--- src/rtl/hawk_cdm_sched.sv ---
`default_nettype none
// hawk_cdm_sched -- grants the shared HAWK compress/decompress/migrate engine to one operation at a time
// Rev 1.0 -- initial release
module hawk_cdm_sched #(
  parameter int TIMEOUT_CYCLES = 4096,
  parameter int STARVE_LIMIT   = 8
) (
  input  logic        clk_i,
  input  logic        rst_i,
  input  logic        comp_req_i,
  input  logic        decomp_req_i,
  input  logic        migrate_req_i,
  output logic        comp_ack_o,
  output logic        decomp_ack_o,
  output logic        migrate_ack_o,
  output logic        err_o,
  output logic [13:0] comp_size_o,
  output logic        incompressible_o,
  output logic        comp_start_o,
  output logic        decomp_start_o,
  output logic        migrate_start_o,
  input  logic        comp_done_i,
  input  logic        decomp_done_i,
  input  logic        migrate_done_i,
  input  logic [13:0] comp_size_i,
  input  logic        incompressible_i,
  output logic        busy_o,
  output logic [1:0]  active_op_o
);

  localparam int WD_W = $clog2(TIMEOUT_CYCLES);
  localparam int SC_W = $clog2(STARVE_LIMIT + 1);

  localparam logic [1:0] ST_IDLE = 2'd0;
  localparam logic [1:0] ST_RUN  = 2'd1;
  localparam logic [1:0] ST_DONE = 2'd2;

  localparam logic [1:0] OP_NONE    = 2'd0;
  localparam logic [1:0] OP_COMP    = 2'd1;
  localparam logic [1:0] OP_DECOMP  = 2'd2;
  localparam logic [1:0] OP_MIGRATE = 2'd3;

  localparam logic [WD_W-1:0] WD_LAST = WD_W'(TIMEOUT_CYCLES - 1);
  localparam logic [SC_W-1:0] SC_MAX  = SC_W'(STARVE_LIMIT);

  logic [1:0]      state;
  logic [1:0]      op;
  logic [WD_W-1:0] wdog;
  logic [SC_W-1:0] starve;
  logic            rr_ptr;       // 0: compress next, 1: migrate next
  logic            err;
  logic [13:0]     comp_size;
  logic            incompressible;

  logic       other_pending;
  logic       starved;
  logic       rr_pick_migrate;
  logic [1:0] grant;
  logic       done_match;

  always_comb begin
    other_pending   = comp_req_i | migrate_req_i;
    starved         = (starve == SC_MAX) && other_pending;
    rr_pick_migrate = migrate_req_i && (!comp_req_i || rr_ptr);
    grant           = OP_NONE;
    if (decomp_req_i && !starved) begin
      grant = OP_DECOMP;
    end else if (other_pending) begin
      grant = rr_pick_migrate ? OP_MIGRATE : OP_COMP;
    end
    case (op)
      OP_COMP:    done_match = comp_done_i;
      OP_DECOMP:  done_match = decomp_done_i;
      OP_MIGRATE: done_match = migrate_done_i;
      default:    done_match = 1'b0;
    endcase
  end

  always_ff @(posedge clk_i) begin
    if (rst_i) begin
      state          <= ST_IDLE;
      op             <= OP_NONE;
      wdog           <= '0;
      starve         <= '0;
      rr_ptr         <= 1'b0;
      err            <= 1'b0;
      comp_size      <= '0;
      incompressible <= 1'b0;
    end else begin
      case (state)
        ST_IDLE: begin
          if (grant != OP_NONE) begin
            state <= ST_RUN;
            op    <= grant;
            wdog  <= '0;
            if (grant == OP_DECOMP) begin
              if (other_pending && (starve != SC_MAX)) starve <= starve + SC_W'(1);
            end else begin
              starve <= '0;
              rr_ptr <= (grant == OP_COMP);
            end
          end
        end
        ST_RUN: begin
          // A done on the final watchdog cycle still counts as success.
          if (done_match) begin
            err   <= 1'b0;
            state <= ST_DONE;
            if (op == OP_COMP) begin
              comp_size      <= comp_size_i;
              incompressible <= incompressible_i;
            end
          end else if (wdog == WD_LAST) begin
            err   <= 1'b1;
            state <= ST_DONE;
          end else begin
            wdog <= wdog + WD_W'(1);
          end
        end
        ST_DONE: begin
          state <= ST_IDLE;
          op    <= OP_NONE;
        end
        default: begin
          state <= ST_IDLE;
          op    <= OP_NONE;
        end
      endcase
    end
  end

  assign comp_start_o     = (state == ST_RUN)  && (op == OP_COMP);
  assign decomp_start_o   = (state == ST_RUN)  && (op == OP_DECOMP);
  assign migrate_start_o  = (state == ST_RUN)  && (op == OP_MIGRATE);
  assign comp_ack_o       = (state == ST_DONE) && (op == OP_COMP);
  assign decomp_ack_o     = (state == ST_DONE) && (op == OP_DECOMP);
  assign migrate_ack_o    = (state == ST_DONE) && (op == OP_MIGRATE);
  assign err_o            = (state == ST_DONE) && err;
  assign comp_size_o      = comp_size;
  assign incompressible_o = incompressible;
  assign busy_o           = (state != ST_IDLE);
  assign active_op_o      = op;

endmodule
`default_nettype wire

--- config.mk ---
export PLATFORM = sky130hd
export DESIGN_NAME = hawk_cdm_sched
export DESIGN_NICKNAME = d
export VERILOG_FILES = /design/src/rtl/hawk_cdm_sched.sv
export SDC_FILE = /design/constraint.sdc
export NUM_CORES = 1
export LEC_CHECK = 0
export CELL_PAD_IN_SITES_DETAIL_PLACEMENT = 1
export CELL_PAD_IN_SITES_GLOBAL_PLACEMENT = 1
export CORE_MARGIN = 1
export CORE_UTILIZATION = 35
export DETAILED_ROUTE_END_ITERATION = 7
export PLACE_DENSITY = 0.83
export SKIP_LAST_GASP = 1
export SYNTH_ARGS = -nofsm -noshare
export SYNTH_HDL_FRONTEND = slang
export SYNTH_SLANG_ARGS = --single-unit
export TNS_END_PERCENT = 50
--- constraint.sdc ---
create_clock -name clk_i -period 1.8 [get_ports clk_i]
set_input_delay 0.36 -clock clk_i [delete_from_list [all_inputs] [get_ports clk_i]]
set_output_delay 0.36 -clock clk_i [all_outputs]
set_load 0.01 [all_outputs]
==> results of run 1 <==
-- worst paths after layout --
check,end,slack [ns],cells past startpoint
worst min register to register,comp_size_o[10],0.46,2
worst max-delay path,wdog[5],0.04,6
worst max register to register,wdog[5],0.04,6
worst min-delay path,comp_size_o[10],0.46,2
-- layout make-up --
class,count,area (um^2)
clock buffers,6,82.6
clock inverters,2,37.5
fillers,632,2410
inverters,14,52.6
multi-input cells,167,1000
flip-flops and latches,37,744
well taps,70,87.6
repair buffers,71,659
-- routing by layer --
layer / track usage [%] / routed length [um] / part of all wire [%] / vias to the layer above
met3: 5.15 / 156 / 2.8 / 9
met4: 9.85 / 88 / 1.6 / 0
met1: 25.9 / 2520 / 44 / 923
met5: 0 / 0 / 0 / -
li1: - / - / - / 959
met2: 37.5 / 2910 / 51 / 31
-- power by group through the flow --
stage               Sequential [W]  Combinational [W]  Clock [W]
floorplan                 0.000883           0.000141          0
global placement          0.000881           0.000314          0
detailed placement        0.000884           0.000327          0
CTS                       0.000866           0.000329   0.000789
global route              0.000870           0.000359   0.000821
finish                    0.000867           0.000326   0.000769
-- repair_timing --
| action | CTS | global route |
|---|---|---|
| resized for setup | 7 | 8 |
| endpoints found under the setup margin | 8 | 23 |
| hold endpoints to repair | 0 | 0 |
-- per-stage QoR --
step | hold WS [ns] | setup TNS (ns)
4_1_cts | 0.458 | -0.575
3_5_place_dp | 0.447 | -3.00
5_1_grt | 0.482 | -0.110
2_1_floorplan | 0.453 | 0
6_report | 0.456 | 0
3_3_place_gp | 0.442 | -1.53
-- Yosys cell counts (all sizes together) (2+ instances only) --
master / number / area [um^2]
a2111oi: 2 / 23.8
a21oi: 21 / 109
a31oi: 5 / 31.3
and3: 2 / 12.5
and4: 4 / 35.0
buf: 6 / 32.5
clkbuf: 7 / 27.5
dfxtp: 37 / 741
ha: 3 / 37.5
inv: 14 / 52.6
mux2i: 3 / 30.0
nand2: 39 / 146
nand2b: 3 / 18.8
nand3: 9 / 45.0
nand3b: 3 / 22.5
nand4: 4 / 25.0
nor2: 18 / 67.6
nor3: 2 / 10.0
nor4: 4 / 25.0
o2111ai: 2 / 17.5
o211ai: 6 / 50.1
o21ai: 7 / 35.0
o311ai: 3 / 26.3
o31ai: 3 / 22.5
or3: 4 / 25.0
or4: 4 / 30.0
xnor2: 2 / 17.5
-- layout by cell type (no fill, tap or decap), drive strengths merged, types with 3 or more instances in the layout --
master and count:
o31ai 3, o21ai 7, a21oi 21, nand3 9, mux2i 3, nor4 4
a31oi 5, nand2 39, or3 4, or4 4, nand2b 3, and4 4
dlygate4sd2 3, inv 14, o211ai 6, dfxtp 37, clkdlybuf4s50 39, buf 24
nand3b 3, nand4 4, dlymetal6s2s 5, nor2 18, o311ai 3, clkbuf 6
ha 3
-- state kept, by name (all words and copies together) (netlist names) --
register	count
comp_size_o	14
wdog	12
starve	4
active_op_o	2
state	2
err	1
incompressible_o	1
rr_ptr	1
-- cell families (layout without fill, tap and decap cells) --
kind of cell | Yosys count | in the layout
mux | 3 | 3
compound gates | 56 | 56
fa+ha+maj | 3 | 3
flops | 37 | 37
xor+xnor | 3 | 3
buf+inv | 27 | 93
simple gates | 102 | 102
-- worst reg2reg max path: stages (launching register included) --
cell and delay [ns]:
dfxtp_1 0.32, ha_1 0.23, nand4_1 0.19, nor3_1 0.09, buf_4 0.19, or4_1 0.51, a31oi_1 0.17
==> flow_summary.toml, run 1 <==
[pwr]
internal-power_w = 0.00146
total_power_w = 0.00196
comb_power_share_pct = 16.6
power.switching_w = 0.000503
p_leak_nw = 1.01
pwr_density_cell_mw_per_mm2 = 737
seq_power_share_pct = 44.2
clkPwrFrac_pct = 39.2
p_sw_share_pct = 25.7
peakVddDrop_mv = 0.372

[place]
dp_slack_ns = -0.210
numPortBuffers = 47
dp.cells = 359
place_congestion = 0.802
hpwl_um = 4260
dpl_cell_area_mm2 = 0.00251

[critical_path]
cpPeakStageDelay_ns = 0.51
end_kind = "flop"
critPathSlowestCell = "or4_1"
critPathLaunchType = "flop"
critPathArrivalTime_ns = 1.99
worstPathMaxFanout = 13
cp_top_family = "simple AND/OR/NAND/NOR gates"
cp.required_ns = 2.03
crit_buf_inv = 1
r2r-start = "wdog[0]"
crit_chain = "ha_1, nand4_1, nor3_1, buf_4, or4_1, a31oi_1"
crit_start = "wdog[0]"
criticalPathCategory = "reg2reg"

[floorplan]
die_area_mm2 = 0.00554
dieHeight_um = 74.4
ios = 48
die_w_um = 74.4
num_rows = 26
core_mm2 = 0.00507
initial_core_util_pct = 36.2

[synthesis]
synthSimpleGateAreaFrac_pct = 27.9
muxShareOfSynthArea_pct = 1.63
ys_types = 47
ys.flop_type = "dfxtp_1"
synth_xor_area_share_pct = 1.43
synth_top_family_by_area = "simple AND/OR/NAND/NOR gates"
syn_avg_cell_area_um2 = 7.95
synth-compound-area-share_pct = 20.6
synth_fa_ha_area_share_pct = 2.04
synth_fp_nets = 257
synth_seq_cells = 37
yosysWarnings = 0
async_reset_ff_share_pct = 0
ys_seq_area_share_pct = 40.3
syn_inst = 231
syn_area_mm2 = 0.00184
synth-edff-count = 0

[drt]
drt_iter0_drc = 79
via_count = 1922
detail_route.wl_per_cell_um = 15.5
drt_wl_total_um = 5670
dr.pass1.iters = 4
drc = 0
via_per_inst = 5.24
ant_nets = 0

[clocking]
cts_buffers = 5
root_buffer = "clkbuf_8"
cts_tree = "done"
clock_latency_ns = 0.30
cts.reportedPaths.clkPinSlew_ns = 0.08
cts.sinks = 37
holdBufCountCts = 0
htree_levels = 2
max-clock-path-buffers = 2
post_cts.repair.setup_buffers = 0

[sta]
slew-limit-headroom_pct = 73.4
skew_ns = 0.00638
finalHoldViolCount = 0
drv_slew = 0
final.setup.worst_slack_ns = 0.0392
fin_crit_sh_pct = 97.8
grt_setup_unrepaired = "yes"
final.min_clock_period_ns = 1.76
max_freq_ghz = 0.568
worst_pin_slew_ns = 0.395
finalSetupViolCount = 0

[job]
cap_violations = 0

[cells_and_area]
area_growth_pct = 45.0
nets = 322
stdcell_area_mm2 = 0.00266
n_antenna_cell = 0
fin_util_pct = 52.5
final_cells = 367
drive_gt1_share_pct = 14.1

[status]
status = "finished, final reports clean"

[global_route]
grt-ovfl-total = 0
gr-usage-all-layers_pct = 21.9
first_global_vias = 1931
grt_max_degree = 21
antenna_found_initial = 0
grt_pass1_wl_um = 9090

[hold_path]
hp-class = "reg2reg"
min_from = "comp_size_o[10]"
Note: power is estimated with default switching activity, not from simulation.
==> run 2: changes to the inputs <==
--- a/config.mk
+++ b/config.mk
@@ -9,6 +9,7 @@
 export CELL_PAD_IN_SITES_GLOBAL_PLACEMENT = 1
 export CORE_MARGIN = 1
 export CORE_UTILIZATION = 35
+export CTS_BUF_LIST = sky130_fd_sc_hd__clkbuf_16
 export DETAILED_ROUTE_END_ITERATION = 7
 export PLACE_DENSITY = 0.83
 export SKIP_LAST_GASP = 1
==> flow_summary.toml, run 2 (synthesis results as in run 1) <==
[status]
status = "finished, final reports clean"

[sta]
grt_setup_unrepaired = "yes"
final.min_clock_period_ns = 1.76
fin_crit_sh_pct = 97.9
slew-limit-headroom_pct = 73.5
finalHoldViolCount = 0
drv_slew = 0
final.setup.worst_slack_ns = 0.0374
worst_pin_slew_ns = 0.397
finalSetupViolCount = 0
max_freq_ghz = 0.567
skew_ns = 0.00247

[place]
numPortBuffers = 47
dp_slack_ns = -0.210
place_congestion = 0.802
dp.cells = 359
hpwl_um = 4260

[hold_path]
holdPathStages = 2
min_to = "comp_size_o[10]"
hp-class = "reg2reg"
min_from = "comp_size_o[10]"

[cells_and_area]
nFillCells = 619
nets = 325
n_antenna_cell = 0
multi_input_area_um2 = 1000
largest_register_ffs = 14
drive_gt1_share_pct = 14.7
mostFrequentLayoutCells = "nand2_1 (39), clkdlybuf4s50_1 (39), dfxtp_1 (34)"
seqCellArea_um2 = 744
final_cells = 370
area_growth_pct = 48.8

[drt]
drc = 0
detail_route.wl_per_cell_um = 15.8
drt_wl_total_um = 5850
via_count = 1984
via_per_inst = 5.36
dr.pass1.iters = 4
drt_iter0_drc = 61
ant_nets = 0

[critical_path]
crit_start = "wdog[0]"
cp_top_family = "simple AND/OR/NAND/NOR gates"
critPathSlowestCell = "or4_1"
r2r-start = "wdog[0]"
end_kind = "flop"
rrSetupSlack_ns = 0.04
critPathLaunchType = "flop"
critPathArrivalTime_ns = 1.97
criticalPathCategory = "reg2reg"
cp.required_ns = 2.01
cpPeakStageDelay_ns = 0.51
crit_buf_inv = 1
crit_chain = "ha_1, nand4_1, nor3_1, buf_4, or4_1, a31oi_1"
reg2reg_to = "wdog[5]"
worstPathMaxFanout = 13
ff2ff_path_depth = 6

[global_route]
grt-ovfl-total = 0
grt_pass1_wl_um = 9360
first_global_vias = 1952
grt_max_degree = 21
antenna_found_initial = 0
gr-usage-all-layers_pct = 22.8

[pwr]
power.switching_w = 0.000530
p_sw_share_pct = 24.2
peakVddDrop_mv = 0.477
seq_power_share_pct = 39.7
p_leak_nw = 1.04
clkPwrFrac_pct = 45.2
pwr_density_cell_mw_per_mm2 = 801
internal-power_w = 0.00166
comb_power_share_pct = 15.1

[floorplan]
ios = 48
num_rows = 26
core_mm2 = 0.00507
die_area_mm2 = 0.00554
dieHeight_um = 74.4
die_w_um = 74.4
initial_core_util_pct = 36.2

[clocking]
cts.reportedPaths.clkPinSlew_ns = 0.06
max-clock-path-buffers = 2
root_buffer = "clkbuf_16"
cts.sinks = 37
htree_levels = 2
cts_tree = "done"
holdBufCountCts = 0
cts_buffers = 5
clock_latency_ns = 0.28

[job]
cap_violations = 0
-- run 2: changes by cell type in the layout (fill, tap and decap cells not counted), sizes merged --
cell | previous run | this run
buf | 24 | 27
clkinv | 0 | 1
clkbuf | 6 | 5
-- run 2: through the flow --
| stage | area, um^2 | setup TNS (ns) | hold slack (ns) | power (W) | util [%] |
|---|---|---|---|---|---|
| floorplan | 1840 | 0 | 0.453 | 0.00102 | - |
| global placement | 2510 | -1.53 | 0.442 | 0.00120 | 49.6 |
| detailed placement | 2510 | -3.00 | 0.447 | 0.00121 | 49.6 |
| CTS | 2680 | -0.462 | 0.455 | 0.00221 | 52.9 |
| global route | 2730 | -0.184 | 0.479 | 0.00228 | 53.8 |
| finish | 2730 | 0 | 0.453 | 0.00219 | 53.8 |
-- run 2: worst max path at each step --
stage                     cells after the start      end  slack [ns]
after CTS                                     4    err_o       -0.12
after floorplan                               5  wdog[3]        0.10
after global routing                          6      err       -0.05
after detailed placement                      6  wdog[1]       -0.21
final                                         6  wdog[5]        0.04
after global placement                        5  wdog[3]       -0.14
-- run 2: final cells by class --
| cell class | instances | share of cell area, % |
|---|---|---|
| clock buffers | 5 | 4.58 |
| clock inverters | 3 | 1.51 |
| well taps | 70 | 3.21 |
| multi-input cells | 167 | 36.6 |
| inverters | 14 | 1.92 |
| flip-flops and latches | 37 | 27.2 |
| repair buffers | 74 | 25.0 |
-- run 2: power groups by stage --
stage	clock, W	sequential [W]	combinational, W
2_1_floorplan	0	0.000883	0.000141
3_3_place_gp	0	0.000881	0.000314
3_5_place_dp	0	0.000884	0.000327
4_1_cts	0.00101	0.000868	0.000332
5_1_grt	0.00105	0.000871	0.000362
6_report	0.000989	0.000869	0.000330
-- run 2: timing repair --
item	CTS	global route
setup buffers	0	3
setup endpoints to repair	10	30
gates cloned	0	0
resized for setup	7	8
-- run 2: layer usage --
| metal | wire length (um) | global-route usage (%) | up-vias |
|---|---|---|---|
| met5 | 0 | 0 | - |
| met2 | 3020 | 38.9 | 38 |
| li1 | - | - | 973 |
| met3 | 196 | 5.96 | 4 |
| met1 | 2560 | 26.6 | 969 |
| met4 | 77 | 10.7 | 0 |
-- run 2: worst register-to-register path: cells and delay by family, from the launching register on --
family | cells | cell delay (ns)
adder cells (fa/ha/maj) | 1 | 0.23
flip-flops | 1 | 0.31
AO/OA/AOI/OAI | 1 | 0.16
AND/OR/NAND/NOR | 3 | 0.79
buffers and inverters | 1 | 0.19
==> run 3: changes to the inputs <==
--- a/config.mk
+++ b/config.mk
@@ -12,6 +12,7 @@
 export CTS_BUF_LIST = sky130_fd_sc_hd__clkbuf_16
 export DETAILED_ROUTE_END_ITERATION = 7
 export PLACE_DENSITY = 0.83
+export REMOVE_ABC_BUFFERS = 1
 export SKIP_LAST_GASP = 1
 export SYNTH_ARGS = -nofsm -noshare
 export SYNTH_HDL_FRONTEND = slang
==> flow_summary.toml, run 3 (synthesis results as in run 1) <==
[status]
status = "finished with violations"
violations = "negative setup slack"

[clocking]
clock_latency_ns = 0.28
cts_tree = "done"
max-clock-path-buffers = 2
htree_levels = 2
cts.sinks = 37
root_buffer = "clkbuf_16"
cts_buffers = 5
cts.reportedPaths.clkPinSlew_ns = 0.06

[critical_path]
critPathLaunchType = "flop"
rrSetupSlack_ns = -0.01
end_kind = "flop"
cpPeakStageDelay_ns = 0.42
worstPathMaxFanout = 4
critPathSlowestCell = "or4_1"
r2r-start = "wdog[0]"
critPathArrivalTime_ns = 2.04
reg2reg_to = "wdog[8]"
ff2ff_path_depth = 6
criticalPathCategory = "reg2reg"
crit_chain = "ha_2, nand4_1, buf_4, or4_1, o31a_1, a21oi_2"
cp.required_ns = 2.02

[sta]
worst_pin_slew_ns = 0.489
holdWs_ns = 0.457
final.setup.worst_slack_ns = -0.0143
skew_ns = 0.00411
finalHoldViolCount = 0
slew-limit-headroom_pct = 67.3
grt_setup_unrepaired = "yes"
fin_crit_sh_pct = 101
finalSetupViolCount = 1
max_freq_ghz = 0.551
final.min_clock_period_ns = 1.81
drv_slew = 0

[drt]
detail_route.wl_per_cell_um = 16.5
drt_wl_total_um = 6110
via_count = 1981
drc = 0
via_per_inst = 5.35
dr.pass1.iters = 4
drt_iter0_drc = 84
ant_nets = 0

[floorplan]
die_area_mm2 = 0.00554
dieHeight_um = 74.4
initial_core_util_pct = 36.2
core_mm2 = 0.00507
die_w_um = 74.4
num_rows = 26
ios = 48

[pwr]
peakVddDrop_mv = 0.327
pwr_density_cell_mw_per_mm2 = 740
p_leak_nw = 1.02

[cells_and_area]
multi_input_area_mm2 = 0.00102
area_growth_pct = 49.1
stdcell_area_mm2 = 0.00274
largest_register_ffs = 14
n_antenna_cell = 0
drive_gt1_share_pct = 15.3
nFillCells = 633
mostFrequentLayoutCells = "clkdlybuf4s50_1 (39), nand2_1 (38), dfxtp_1 (35)"
final_common_cell = "clkdlybuf4s50_1"
fin_util_pct = 54.0
seqCellArea_um2 = 748
nets = 326

[global_route]
gr-usage-all-layers_pct = 22.6
antenna_found_initial = 0
grt_max_degree = 17
first_global_vias = 2010
grt-ovfl-total = 0
grt_pass1_wl_um = 9450

[job]
cap_violations = 0

[hold_path]
holdPathStages = 2
min_to = "comp_size_o[3]"
min_from = "comp_size_o[3]"
hp-class = "reg2reg"

[place]
dpl_cell_area_mm2 = 0.00254
place_congestion = 0.850
dp_slack_ns = -0.156
numPortBuffers = 47
hpwl_um = 4290
[run 3: cell types whose count changed in the layout (fill, tap and decap cells not counted), sizes merged]
cell,before,now
bufinv,1,0
clkdlybuf4s15,0,1
clkinvlp,1,0
dlygate4sd2,3,4
dlymetal6s2s,5,4
inv,14,15
[run 3: per-stage QoR]
| stage | power, W | TNS (ns) | cells |
|---|---|---|---|
| after floorplan | 0.00100 | -2.14 | 218 |
| after global placement | 0.00120 | -1.39 | 361 |
| after detailed placement | 0.00121 | -1.41 | 361 |
| after CTS | 0.00203 | -0.439 | 368 |
| after global routing | 0.00211 | -0.240 | 370 |
| final | 0.00203 | -0.0143 | 370 |
[run 3: final cells by class]
cell class / instances / share of cell area, %
well taps: 70 / 3.20
flip-flops and latches: 37 / 27.3
clock buffers: 5 / 4.57
repair buffers: 75 / 25.6
multi-input cells: 167 / 37.1
inverters: 14 / 1.92
clock inverters: 2 / 0.274
[run 3: critical path: cells and delay by family, from the launching register on]
kind / cells / cell delay (ns)
compound gates: 2 / 0.41
fa+ha+maj: 1 / 0.21
buf+inv: 1 / 0.20
flops: 1 / 0.34
simple gates: 2 / 0.59
[run 3: report_power, final]
group          internal, W  switching, W
clock             0.000495      0.000318
sequential        0.000843     0.0000209
combinational     0.000171      0.000178
[run 3: how the worst max path moves through the flow]
stage               slack, ns  cells past startpoint            from              to
floorplan               -0.36                      5         wdog[0]        wdog[11]
global placement        -0.16                      5  migrate_done_i         wdog[3]
detailed placement      -0.16                      5  migrate_done_i         wdog[3]
CTS                     -0.15                      4  active_op_o[0]  decomp_start_o
global route            -0.09                      6         wdog[0]         wdog[8]
finish                  -0.01                      6         wdog[0]         wdog[8]
[run 3: metal layers]
layer	routed length, um	up-vias	global-route usage [%]	share of wire (%)
met3	390	11	5.96	6.4
met1	2580	942	26.0	42
met5	0	-	0	0
li1	-	971	-	-
met4	113	0	7.76	1.9
met2	3020	57	40.2	49
[run 3: what timing repair did]
action                     4_1_cts  5_1_grt
gates resized for setup          7       13
cloned                           0        1
hold buffers                     0        0
setup buffers                    0        1
setup endpoints to repair        8       12
pin swaps                        0        2
